==> config.mk <==
export PLATFORM = sky130hd
export DESIGN_NAME = mult_div_unit
export DESIGN_NICKNAME = d
export VERILOG_FILES = /design/src/rtl/mdu_pkg.sv /design/src/rtl/mult_div_unit.sv
export SDC_FILE = /design/constraint.sdc
export NUM_CORES = 1
export LEC_CHECK = 0
export CORE_MARGIN = 1
export CORE_UTILIZATION = 40
export DETAILED_ROUTE_END_ITERATION = 8
export DONT_BUFFER_PORTS = 1
export GPL_ROUTABILITY_DRIVEN = 0
export SKIP_CTS_REPAIR_TIMING = 1
export SLEW_MARGIN = 10
export SYNTH_ARGS = -nofsm -noshare
export SYNTH_HDL_FRONTEND = slang
export SYNTH_SLANG_ARGS = --single-unit
==> constraint.sdc <==
create_clock -name clk -period 4.8 [get_ports clk]
set_clock_uncertainty 0.05 [all_clocks]
set_input_delay 0.96 -clock clk [delete_from_list [all_inputs] [get_ports clk]]
set_output_delay 0.96 -clock clk [all_outputs]
set_load 0.02 [all_outputs]
==> src/rtl/mdu_pkg.sv <==
// mdu_pkg: shared definitions for the iterative multiply/divide unit.
//   - mdu_op_e    : operation encodings driven on the op port
//   - mdu_state_e : sequencing FSM states
//   - HILO_LO/HI  : register select values for mt_sel and hilo_sel
//   - op_is_signed/op_is_div : operation decode helpers
package mdu_pkg;

    typedef enum logic [1:0] {
        MDU_MULT  = 2'b00,
        MDU_MULTU = 2'b01,
        MDU_DIV   = 2'b10,
        MDU_DIVU  = 2'b11
    } mdu_op_e;

    typedef enum logic [1:0] {
        IDLE,
        PREP,
        CALC,
        FIX
    } mdu_state_e;

    localparam logic HILO_LO = 1'b0;
    localparam logic HILO_HI = 1'b1;

    function automatic logic op_is_signed(input mdu_op_e o);
        return (o == MDU_MULT) || (o == MDU_DIV);
    endfunction

    function automatic logic op_is_div(input mdu_op_e o);
        return (o == MDU_DIV) || (o == MDU_DIVU);
    endfunction

endpackage

==> src/rtl/mult_div_unit.sv <==
// mult_div_unit: iterative MULT/MULTU/DIV/DIVU engine with HI/LO registers.
// Ports:
//   clk, rst_n          clock, synchronous active-low reset
//   start, op, a, b     issue request (sampled only in IDLE), opcode, operands
//   mt_we, mt_sel,      MTHI/MTLO write port (IDLE only, start has priority)
//   mt_din
//   hilo_sel, hilo_out  combinational HI/LO read port
//   busy, done          busy while not IDLE; one-cycle done when HI/LO update
// Both operations run on operand magnitudes in one 2*WIDTH accumulator and
// apply sign correction once in FIX.
module mult_div_unit
    import mdu_pkg::*;
#(
    parameter int WIDTH = 32
) (
    input  logic             clk,
    input  logic             rst_n,
    input  logic             start,
    input  logic [1:0]       op,
    input  logic [WIDTH-1:0] a,
    input  logic [WIDTH-1:0] b,
    input  logic             mt_we,
    input  logic             mt_sel,
    input  logic [WIDTH-1:0] mt_din,
    input  logic             hilo_sel,
    output logic [WIDTH-1:0] hilo_out,
    output logic             busy,
    output logic             done
);

    localparam int CNT_W = $clog2(WIDTH + 1);

    mdu_state_e         state, state_next;
    mdu_op_e            op_in, op_q;
    logic               in_signed;
    logic [WIDTH-1:0]   mag_a_c, mag_b_c;
    logic [WIDTH-1:0]   a_q, mag_a, mag_b;
    logic               neg_q, neg_rem, b_zero;
    logic [2*WIDTH-1:0] acc, acc_next, prod_fix;
    logic [WIDTH:0]     mul_sum, trial;
    logic [WIDTH-1:0]   quo_fix, rem_fix;
    logic [CNT_W-1:0]   cnt;
    logic [WIDTH-1:0]   hi, lo;
    logic               done_q;

    assign op_in     = mdu_op_e'(op);
    assign in_signed = op_is_signed(op_in);
    // Two's-complement negation of the most negative value wraps to itself,
    // which read as unsigned is exactly its magnitude.
    assign mag_a_c   = (in_signed && a[WIDTH-1]) ? -a : a;
    assign mag_b_c   = (in_signed && b[WIDTH-1]) ? -b : b;

    // NOTE: non-blocking assignments in every clocked block so all registers
    // update from the same pre-edge values, independent of block ordering.
    always_ff @(posedge clk) begin
        if (!rst_n) state <= IDLE;
        else        state <= state_next;
    end

    always_comb begin
        // NOTE: default assigned first so no path leaves state_next unassigned
        // and no latch is inferred.
        state_next = state;
        unique case (state)
            IDLE:    if (start) state_next = PREP;
            PREP:    state_next = CALC;
            CALC:    if (cnt == CNT_W'(WIDTH - 1)) state_next = FIX;
            FIX:     state_next = IDLE;
            default: state_next = IDLE;
        endcase
    end

    // One iteration of each algorithm, selected by the latched opcode.
    // Multiply: acc = {partial product, remaining multiplier bits}; add the
    // multiplicand on a 1 bit, then shift right with the carry.
    // Divide: acc = {partial remainder, dividend/quotient bits}; shift left,
    // trial-subtract the divisor, keep the difference if it did not borrow.
    always_comb begin
        mul_sum  = {1'b0, acc[2*WIDTH-1:WIDTH]} + (acc[0] ? {1'b0, mag_a} : '0);
        trial    = acc[2*WIDTH-1:WIDTH-1] - {1'b0, mag_b};
        acc_next = {mul_sum, acc[WIDTH-1:1]};
        if (op_is_div(op_q)) begin
            acc_next = trial[WIDTH] ? {acc[2*WIDTH-2:0], 1'b0}
                                    : {trial[WIDTH-1:0], acc[WIDTH-2:0], 1'b1};
        end
        prod_fix = neg_q   ? -acc : acc;
        quo_fix  = neg_q   ? -acc[WIDTH-1:0] : acc[WIDTH-1:0];
        rem_fix  = neg_rem ? -acc[2*WIDTH-1:WIDTH] : acc[2*WIDTH-1:WIDTH];
    end

    // NOTE: operand and working registers are deliberately not reset; they are
    // always loaded before use, and only the architectural/control state needs
    // a defined value after reset.
    always_ff @(posedge clk) begin
        unique case (state)
            IDLE: if (start) begin
                op_q    <= op_in;
                a_q     <= a;
                mag_a   <= mag_a_c;
                mag_b   <= mag_b_c;
                neg_q   <= in_signed && (a[WIDTH-1] ^ b[WIDTH-1]);
                neg_rem <= in_signed && a[WIDTH-1];
                b_zero  <= (b == '0);
            end
            PREP:    acc <= {{WIDTH{1'b0}}, op_is_div(op_q) ? mag_a : mag_b};
            CALC:    acc <= acc_next;
            default: ;
        endcase
    end

    always_ff @(posedge clk) begin
        if (!rst_n) begin
            hi     <= '0;
            lo     <= '0;
            cnt    <= '0;
            done_q <= 1'b0;
        end else begin
            done_q <= 1'b0;
            unique case (state)
                IDLE: if (!start && mt_we) begin
                    if (mt_sel == HILO_HI) hi <= mt_din;
                    else                   lo <= mt_din;
                end
                PREP: cnt <= '0;
                CALC: cnt <= cnt + CNT_W'(1);
                FIX: begin
                    done_q <= 1'b1;
                    cnt    <= '0;
                    if (!op_is_div(op_q)) begin
                        {hi, lo} <= prod_fix;
                    end else if (b_zero) begin
                        // Divide by zero returns the raw dividend rather than
                        // the magnitude loop's remainder.
                        hi <= a_q;
                        lo <= '1;
                    end else begin
                        hi <= rem_fix;
                        lo <= quo_fix;
                    end
                end
                default: ;
            endcase
        end
    end

    assign busy     = (state != IDLE);
    assign done     = done_q;
    assign hilo_out = (hilo_sel == HILO_HI) ? hi : lo;

endmodule

After elaboration in Yosys (flattened, before gate mapping) --
Index checks and enable logic that the tools add are counted.
Word-level totals: flip-flop bits (word level) 238, output and inout port bits 34, word-level logic and storage cells 79
Operators by class: $add $sub $neg 8, equality and inequality tests 12, muxes and demuxes 26, bitwise operators 1, reductions and logical operators 19
Operators with widths (count):
- 2-to-1 mux 32 bit | 15
- 2-to-1 mux 64 bit | 3
- negation 32 bit | 4
- case mux 32 bit (2 select lines) | 2
- case mux 64 bit (2 select lines) | 1
- negation 64 bit | 1
- adder 32 x 32 -> 33 bit | 1
- subtractor 33 x 32 -> 33 bit | 1
- zero test 32 bit | 1
- case mux 6 bit (2 select lines) | 1
- equality test 2 bit (second input constant) | 5
- inequality test 2 bit (second input constant) | 5
- case mux 2 bit (4 select lines) | 1
- nonzero test 2 bit | 4
- adder 6 x 1 -> 6 bit (second input constant) | 1
- equality test 6 x 5 -> 1 bit (second input constant) | 1
- AND reduction 3 bit | 2
- logical AND 1 bit | 4
- zero test 2 bit | 2
- 2-to-1 mux 2 bit | 2
- AND reduction 2 bit | 2
- equality test 2 x 1 -> 1 bit (second input constant) | 1
- logical OR 1 bit | 2
- OR reduction 2 bit | 1
- other kinds (3) | 3

Longest topological paths before layout --
Gate-level depths: netlist (run 1).
depth after elaboration 5, gate-level depth with buffers 14, gate-level depth less buffers 12

Least setup slack after synthesis (run 1) --
Ideal clock, no wire load.
kind input port to flip-flop, start input start, end register a_q[0], enable pin, arrival time 3237 ps, required time 4281 ps, slack 1044 ps, cell stages on the path 1, buffers on the path 0, cells stage by stage and2_1
On the way: cells in the longest elaborated chain, start to end 1
RTL lines:
- start: declaration | line mult_div_unit.sv:18 | input logic start,
- AND reduction 2 bit (no source line)
- end signal: assignment | line mult_div_unit.sv:98 | a_q <= a;
- end: declaration | line mult_div_unit.sv:37 | logic [WIDTH-1:0] a_q, mag_a, mag_b;
Every way passes these cells. A chain may end at the register's enable or synchronous reset.

Worst setup path after layout (run 1) --
start register acc[31], end register acc[37], data pin
On the way: cells in the longest elaborated chain, start to end 4
RTL lines:
- start: declaration | line mult_div_unit.sv:39 | logic [2*WIDTH-1:0] acc, acc_next, prod_fix;
- start signal: assignment | line mult_div_unit.sv:105 | PREP: acc <= {{WIDTH{1'b0}}, op_is_div(op_q) ? mag_a : mag_b};
- start signal: assignment | line mult_div_unit.sv:106 | CALC: acc <= acc_next;
- subtractor 33 x 32 -> 33 bit | line mult_div_unit.sv:80 | trial = acc[2*WIDTH-1:WIDTH-1] - {1'b0, mag_b};
- 2-to-1 mux 64 bit | line mult_div_unit.sv:83 | acc_next = trial[WIDTH] ? {acc[2*WIDTH-2:0], 1'b0}
- 2-to-1 mux 64 bit | line mult_div_unit.sv:82 | if (op_is_div(op_q)) begin
- case mux 64 bit (2 select lines) | line mult_div_unit.sv:95 | unique case (state)
Every way passes these cells.

==> flow_metrics.py, run 1 <==
metrics = {
    "status": {
        "outcome": "complete, no violations",
    },
    "placement": {
        "dpl_cell_area_mm2": 0.01780,
        "portBuffers": 0,
        "pre_cts_slack_ns": 0.8362,
        "post-place-cells": 2366,
        "post-dp-hpwl_um": 44120,
    },
    "global_route": {
        "grt_pass1_vias": 14600,
        "grt_max_degree": 137,
        "grt_use_total_pct": 26.65,
        "grt_pass1_wl_um": 90110,
        "antenna_found_initial": 0,
        "grt_overflow": 0,
    },
    "sta": {
        "worst_pin_slew_ns": 1.003,
        "relSlewSlack_pct": 33.12,
        "max_freq_ghz": 0.2482,
        "worst_slack_ns": 0.7705,
        "hold_viol": 0,
        "rsz0062_at_grt": "false",
        "report.final.slew_viol_count": 0,
        "fin_crit_ns": 4.030,
        "finalSetupViolCount": 0,
        "fin_crit_sh_pct": 83.95,
        "fin_setup_tns_ns": 0,
    },
    "power": {
        "p_leak_nw": 6.820,
        "vdd_drop_max_v": 0.0003337,
        "p_per_area_mw_per_mm2": 695.4,
    },
    "logic_synthesis": {
        "yosysWarnings": 0,
        "ys_top_cells_by_area": "edfxtp_1, dfxtp_1, xnor2_1, a21oi_1, ha_1",
        "synth_cell_types": 79,
        "synth_edf_count": 163,
        "yosysSeqAreaShare_pct": 36.75,
        "ys_ff_latch": 236,
        "synth_fp_nets": 2044,
        "synth_flop_cell": "edfxtp_1",
        "synth_area_mm2": 0.01730,
        "synth_top_area_share_pct": 28.30,
        "synth_top_cell_by_area": "edfxtp_1",
        "synth_area_per_cell_um2": 9.279,
        "async_reset_ff_share_pct": 0,
        "postSynthCellCount": 1864,
    },
    "die": {
        "die_area_mm2": 0.04407,
        "dieHeight_um": 209.9,
        "io_pins": 138,
        "rows": 75,
        "dieWidth_um": 209.9,
        "core_mm2": 0.04232,
        "start_util_pct": 40.87,
    },
    "clocking": {
        "clockBufferDepth": 3,
        "path_clk_slew_ns": 0.07,
        "cts_tree": "done",
        "cts_root_buffer": "clkbuf_16",
        "clkSinkCount": 236,
        "h-tree-depth": 1,
        "clk_latency_ns": 0.58,
        "cts_buffers": 28,
    },
    "setup_path": {
        "arrival_ns": 4.28,
        "start_kind": "register",
        "worst-path-max-fanout": 29,
        "end_kind": "register",
        "r2r_cells": 13,
        "critPathKind": "reg -> reg",
        "crit_required_ns": 5.05,
    },
    "routing": {
        "ant_nets": 0,
        "avgViaCountPerCell": 6.278,
        "drt-pass1-iter-count": 6,
        "routedWlPerCell_um": 24.51,
        "vias": 15180,
        "initialDrtViolationCount": 1792,
        "route.detailed.drc": 0,
        "totalWireLength_um": 59270,
    },
    "job": {
        "drv_cap": 0,
    },
    "layout": {
        "nFillCells": 4075,
        "final_cells": 2418,
        "final_core_util_pct": 44.26,
        "antenna_cells": 0,
        "syn2layout_area_growth_pct": 8.312,
        "design_area_mm2": 0.01873,
        "nets": 1999,
        "layout-drive-gt1-share_pct": 9.560,
    },
    "worst_hold_path": {
        "holdPathStages": 2,
        "hp-class": "reg -> reg",
    },
}
-- where the power goes --
| group | leakage, nW | switching [W] | internal [W] |
|---|---|---|---|
| clock network | 0.460 | 0.000923 | 0.00127 |
| registers | 2.16 | 0.00113 | 0.00308 |
| logic | 4.20 | 0.00393 | 0.00270 |
| total | 6.82 | 0.00598 | 0.00705 |
-- cells in the mapped netlist, drive strengths merged (22+ instances only) --
cell type  instances
a21o              33
a21oi            197
a31oi             24
and2              36
clkbuf            85
dfxtp             73
edfxtp           163
ha                74
inv               79
mux2              34
mux2i             36
mux4              32
nand2            141
nand3             49
nor2             119
nor3              33
o211ai            22
o21ai            145
o221ai            37
or3               22
xnor2            113
xor2              58
-- metal layers --
metal | routed length, µm | part of all wire, % | global-route usage (%) | up-vias
li1 | - | - | - | 6914
met1 | 24740 | 42 | 35.90 | 7313
met2 | 27070 | 46 | 42.61 | 806
met3 | 5112 | 8.6 | 5.125 | 147
met4 | 2344 | 4.0 | 9.590 | 0
met5 | 0 | 0 | 0 | -
-- layout make-up --
class | count | area, µm² | area share, %
Tap cell | 577 | 721.9 | 3.854
Clock buffer | 37 | 788.3 | 4.208
Timing Repair Buffer | 28 | 222.7 | 1.189
Sequential cell | 236 | 6356 | 33.93
Multi-Input combinational cell | 1445 | 10200 | 54.45
Inverter | 80 | 300.3 | 1.603
Clock inverter | 15 | 143.9 | 0.7681
-- flip-flops by register name (all words and copies together) (netlist names) --
name,cells
state,2
b_zero,1
neg_rem,1
neg_q,1
op_q,1
a_q,32
lo,32
acc,64
done,1
hi,32
mag_a,31
cnt,6
mag_b,32
-- cells in the final DEF (no fill, tap or decap), types with 7 or more instances in the layout --
cell / synthesis / final
a21oi_1: 197 / 196
edfxtp_1: 163 / 163
nand2_1: 141 / 141
o21ai_0: 141 / 141
nor2_1: 119 / 119
xnor2_1: 113 / 113
inv_1: 76 / 76
dfxtp_1: 73 / 73
ha_1: 74 / 71
xor2_1: 58 / 58
nand3_1: 49 / 49
o221ai_1: 37 / 37
mux2i_1: 36 / 36
and2_1: 36 / 35
mux2_2: 34 / 34
a21o_1: 33 / 33
nor3_1: 33 / 33
mux4_2: 30 / 30
clkbuf_16: 0 / 29
buf_4: 0 / 27
a31oi_1: 24 / 24
o211ai_1: 22 / 22
o31ai_1: 18 / 18
or3_1: 18 / 18
a211oi_1: 15 / 15
o41ai_1: 15 / 15
nor4_1: 15 / 15
nand4_1: 13 / 13
nor2b_1: 12 / 12
and3_1: 11 / 11
a211o_1: 11 / 11
nand2b_1: 10 / 10
or4_1: 10 / 10
o22ai_1: 10 / 10
o2111ai_1: 9 / 9
o21bai_1: 9 / 9
or2_2: 8 / 8
a221oi_1: 7 / 7
o21a_1: 7 / 7
a311oi_1: 7 / 7
-- critical path: stages (launching register included) --
cell      delay, ns
edfxtp_1       0.46
inv_1          0.07
ha_1           0.23
fa_1           0.42
nand2b_1       0.18
a21oi_1        0.28
o21ai_0        0.32
a211o_1        0.36
a21bo_2        0.24
o311ai_4       0.07
buf_4          0.42
buf_4          0.32
mux2i_1        0.23
a21oi_1        0.09
-- stage by stage --
| stage | total power (W) | hold WS [ns] |
|---|---|---|
| after floorplan | 0.008794 | 0.3795 |
| after global placement | 0.01058 | 0.3859 |
| after detailed placement | 0.01066 | 0.3906 |
| after CTS | 0.01291 | 0.3991 |
| after global routing | 0.01381 | 0.4086 |
| final | 0.01303 | 0.3966 |
-- path summary, 6_finish.rpt --
kind / from / end / slack, ns
min: lo[3] / lo[3] / 0.40
max reg2reg: acc[31] / acc[37] / 0.77
min reg2reg: lo[3] / lo[3] / 0.40
max: acc[31] / acc[37] / 0.77
-- cell families (layout without fill, tap and decap cells) --
group,count (synthesis),after routing,synth area share (%)
flops,236,236,36.75
mux,102,102,8.508
compound gates,593,593,21.44
simple gates,503,503,14.58
xor+xnor,171,171,8.660
fa+ha+maj,76,76,5.585
buf+inv,183,160,4.478
(Power assumes the default switching activity.)
==> run 2, diff against run 1 <==
clock period = 3.55 ns   (was 4.8 ns; I/O delays follow)
==> run 2 against run 1 <==
  * Clock power is 42% higher
  * Combinational power is 58% higher
  * First-iteration DRC count is 25% higher
  * Die area stayed put
  * Via count is 2.7% higher
  * Register-to-register slack worse by 0.71 ns
  * Design area is 4.5% higher
  * Wire length is 0.32% higher
  * Fmax is 15% higher
  * Sequential power is 18% higher
  * Sequential share of layout area is 1.5 points lower
  * Count of clock-buffer cells in the layout is 5 higher
  * Largest cell class unchanged
  * Highest routed layer is now met5
==> flow_metrics.py, run 2 (same netlist as run 1, synthesis figures left out) <==
metrics = {
    "clocking": {
        "clk_latency_ns": 0.58,
        "cts_tree": "done",
        "cts_root_buffer": "clkbuf_16",
        "clkSinkCount": 236,
        "cts_buffers": 30,
        "clockBufferDepth": 3,
        "h-tree-depth": 1,
        "path_clk_slew_ns": 0.06,
    },
    "sta": {
        "fin_setup_tns_ns": 0,
        "max_freq_ghz": 0.2866,
        "finalSetupViolCount": 0,
        "fin_crit_ns": 3.489,
        "hold_viol": 0,
        "worst_pin_slew_ns": 1.120,
        "fin_crit_sh_pct": 98.28,
        "rsz0062_at_grt": "true",
        "relSlewSlack_pct": 25.20,
        "report.final.slew_viol_count": 0,
        "hold_slack_ns": 0.1773,
    },
    "routing": {
        "vias": 15590,
        "drt-pass1-iter-count": 8,
        "ant_nets": 0,
        "routedWlPerCell_um": 23.67,
        "avgViaCountPerCell": 6.207,
        "initialDrtViolationCount": 2244,
        "route.detailed.drc": 0,
        "totalWireLength_um": 59450,
    },
    "power": {
        "power_frac_clock_pct": 16.7,
        "switchingPower_w": 0.008252,
        "p_per_area_mw_per_mm2": 947.1,
        "total_power_w": 0.01854,
        "p_leak_nw": 7.312,
        "seq_power_share_pct": 26.8,
        "p_sw_share_pct": 44.50,
        "vdd_drop_max_v": 0.0004973,
        "p_int_w": 0.01029,
        "combPwrFrac_pct": 56.5,
    },
    "setup_path": {
        "crit_path_top_delay_cell": "or4_4",
        "path_cells": "buf_4 > or3_1 > or4_4 > or3_1 > or3_1 > or3_1 > a21oi_1 > nor2_1 > o31ai_1",
        "arrival_ns": 3.89,
        "start_kind": "register",
        "crit_buf_inv": 1,
        "path_common_cell": "or3_1",
        "end_kind": "register",
        "slowest_delay_ns": 0.47,
        "critPathKind": "reg -> reg",
        "crit_required_ns": 3.95,
        "critPathTopFamily": "simple AND/OR/NAND/NOR gates",
        "worst-path-max-fanout": 7,
    },
    "layout": {
        "nets": 2091,
        "largest_reg_flops": 64,
        "layout-drive-gt1-share_pct": 14.32,
        "antenna_cells": 0,
        "syn2layout_area_growth_pct": 13.21,
        "final_cells": 2512,
        "final_core_util_pct": 46.26,
        "mostFrequentLayoutCells": "a21oi_1, edfxtp_1, nand2_1, o21ai_0, nor2_1",
        "layout_commonest_cell": "a21oi_1",
        "regMostFlops": "acc",
    },
    "global_route": {
        "grt_pass1_vias": 15060,
        "grt_use_total_pct": 26.68,
        "antenna_found_initial": 2,
        "grt_pass1_wl_um": 90220,
        "grt_overflow": 0,
        "grt_max_degree": 97,
    },
    "die": {
        "dieWidth_um": 209.9,
        "core_mm2": 0.04232,
        "dieHeight_um": 209.9,
        "start_util_pct": 40.87,
        "die_area_mm2": 0.04407,
        "io_pins": 138,
        "rows": 75,
    },
    "job": {
        "drv_cap": 0,
    },
    "worst_hold_path": {
        "hp-class": "in -> reg",
    },
    "status": {
        "outcome": "complete, no violations",
    },
    "placement": {
        "post-place-cells": 2454,
        "post-dp-hpwl_um": 45000,
        "portBuffers": 0,
    },
}
==> run 2: metal layers <==
metal  track usage (%)  part of all wire (%)
met5                 0                 0.042
met4             13.06                   5.6
met3             6.764                   9.9
met2             41.88                    45
met1             34.22                    40
==> run 2: final timing paths <==
path | slack (ns) | end | cells after the start | from
setup / recovery | 0.06 | hi[25] | 9 | acc[46]
hold / removal | 0.18 | a_q[0] | 0 | a[0]
setup reg to reg | 0.06 | hi[25] | 9 | acc[46]
hold reg to reg | 0.40 | lo[24] | 2 | lo[24]
==> run 2: layout make-up <==
cell class / instances / area (µm²)
Sequential cell: 236 / 6356
Timing Repair Buffer: 118 / 935.9
Clock inverter: 14 / 118.9
Inverter: 80 / 300.3
Fill cell: 3999 / 22740
Tap cell: 577 / 721.9
Clock buffer: 42 / 877.1
Multi-Input combinational cell: 1445 / 10270
==> run 2: metrics by stage <==
stage	instance area (µm²)	setup WS, ns
after floorplan	17300	0.1933
after global placement	18500	0.009329
after detailed placement	18500	-0.1018
after CTS	19490	-0.1126
after global routing	19580	-0.006964
final	19580	0.06096
==> run 2: power groups by stage <==
stage	Combinational [W]	Sequential (W)	Clock (W)
CTS	0.0102	0.00496	0.00314
detailed placement	0.0102	0.00500	0
global placement	0.0101	0.00499	0
floorplan	0.00702	0.00485	0
finish	0.0105	0.00497	0.00310
global route	0.0114	0.00505	0.00325
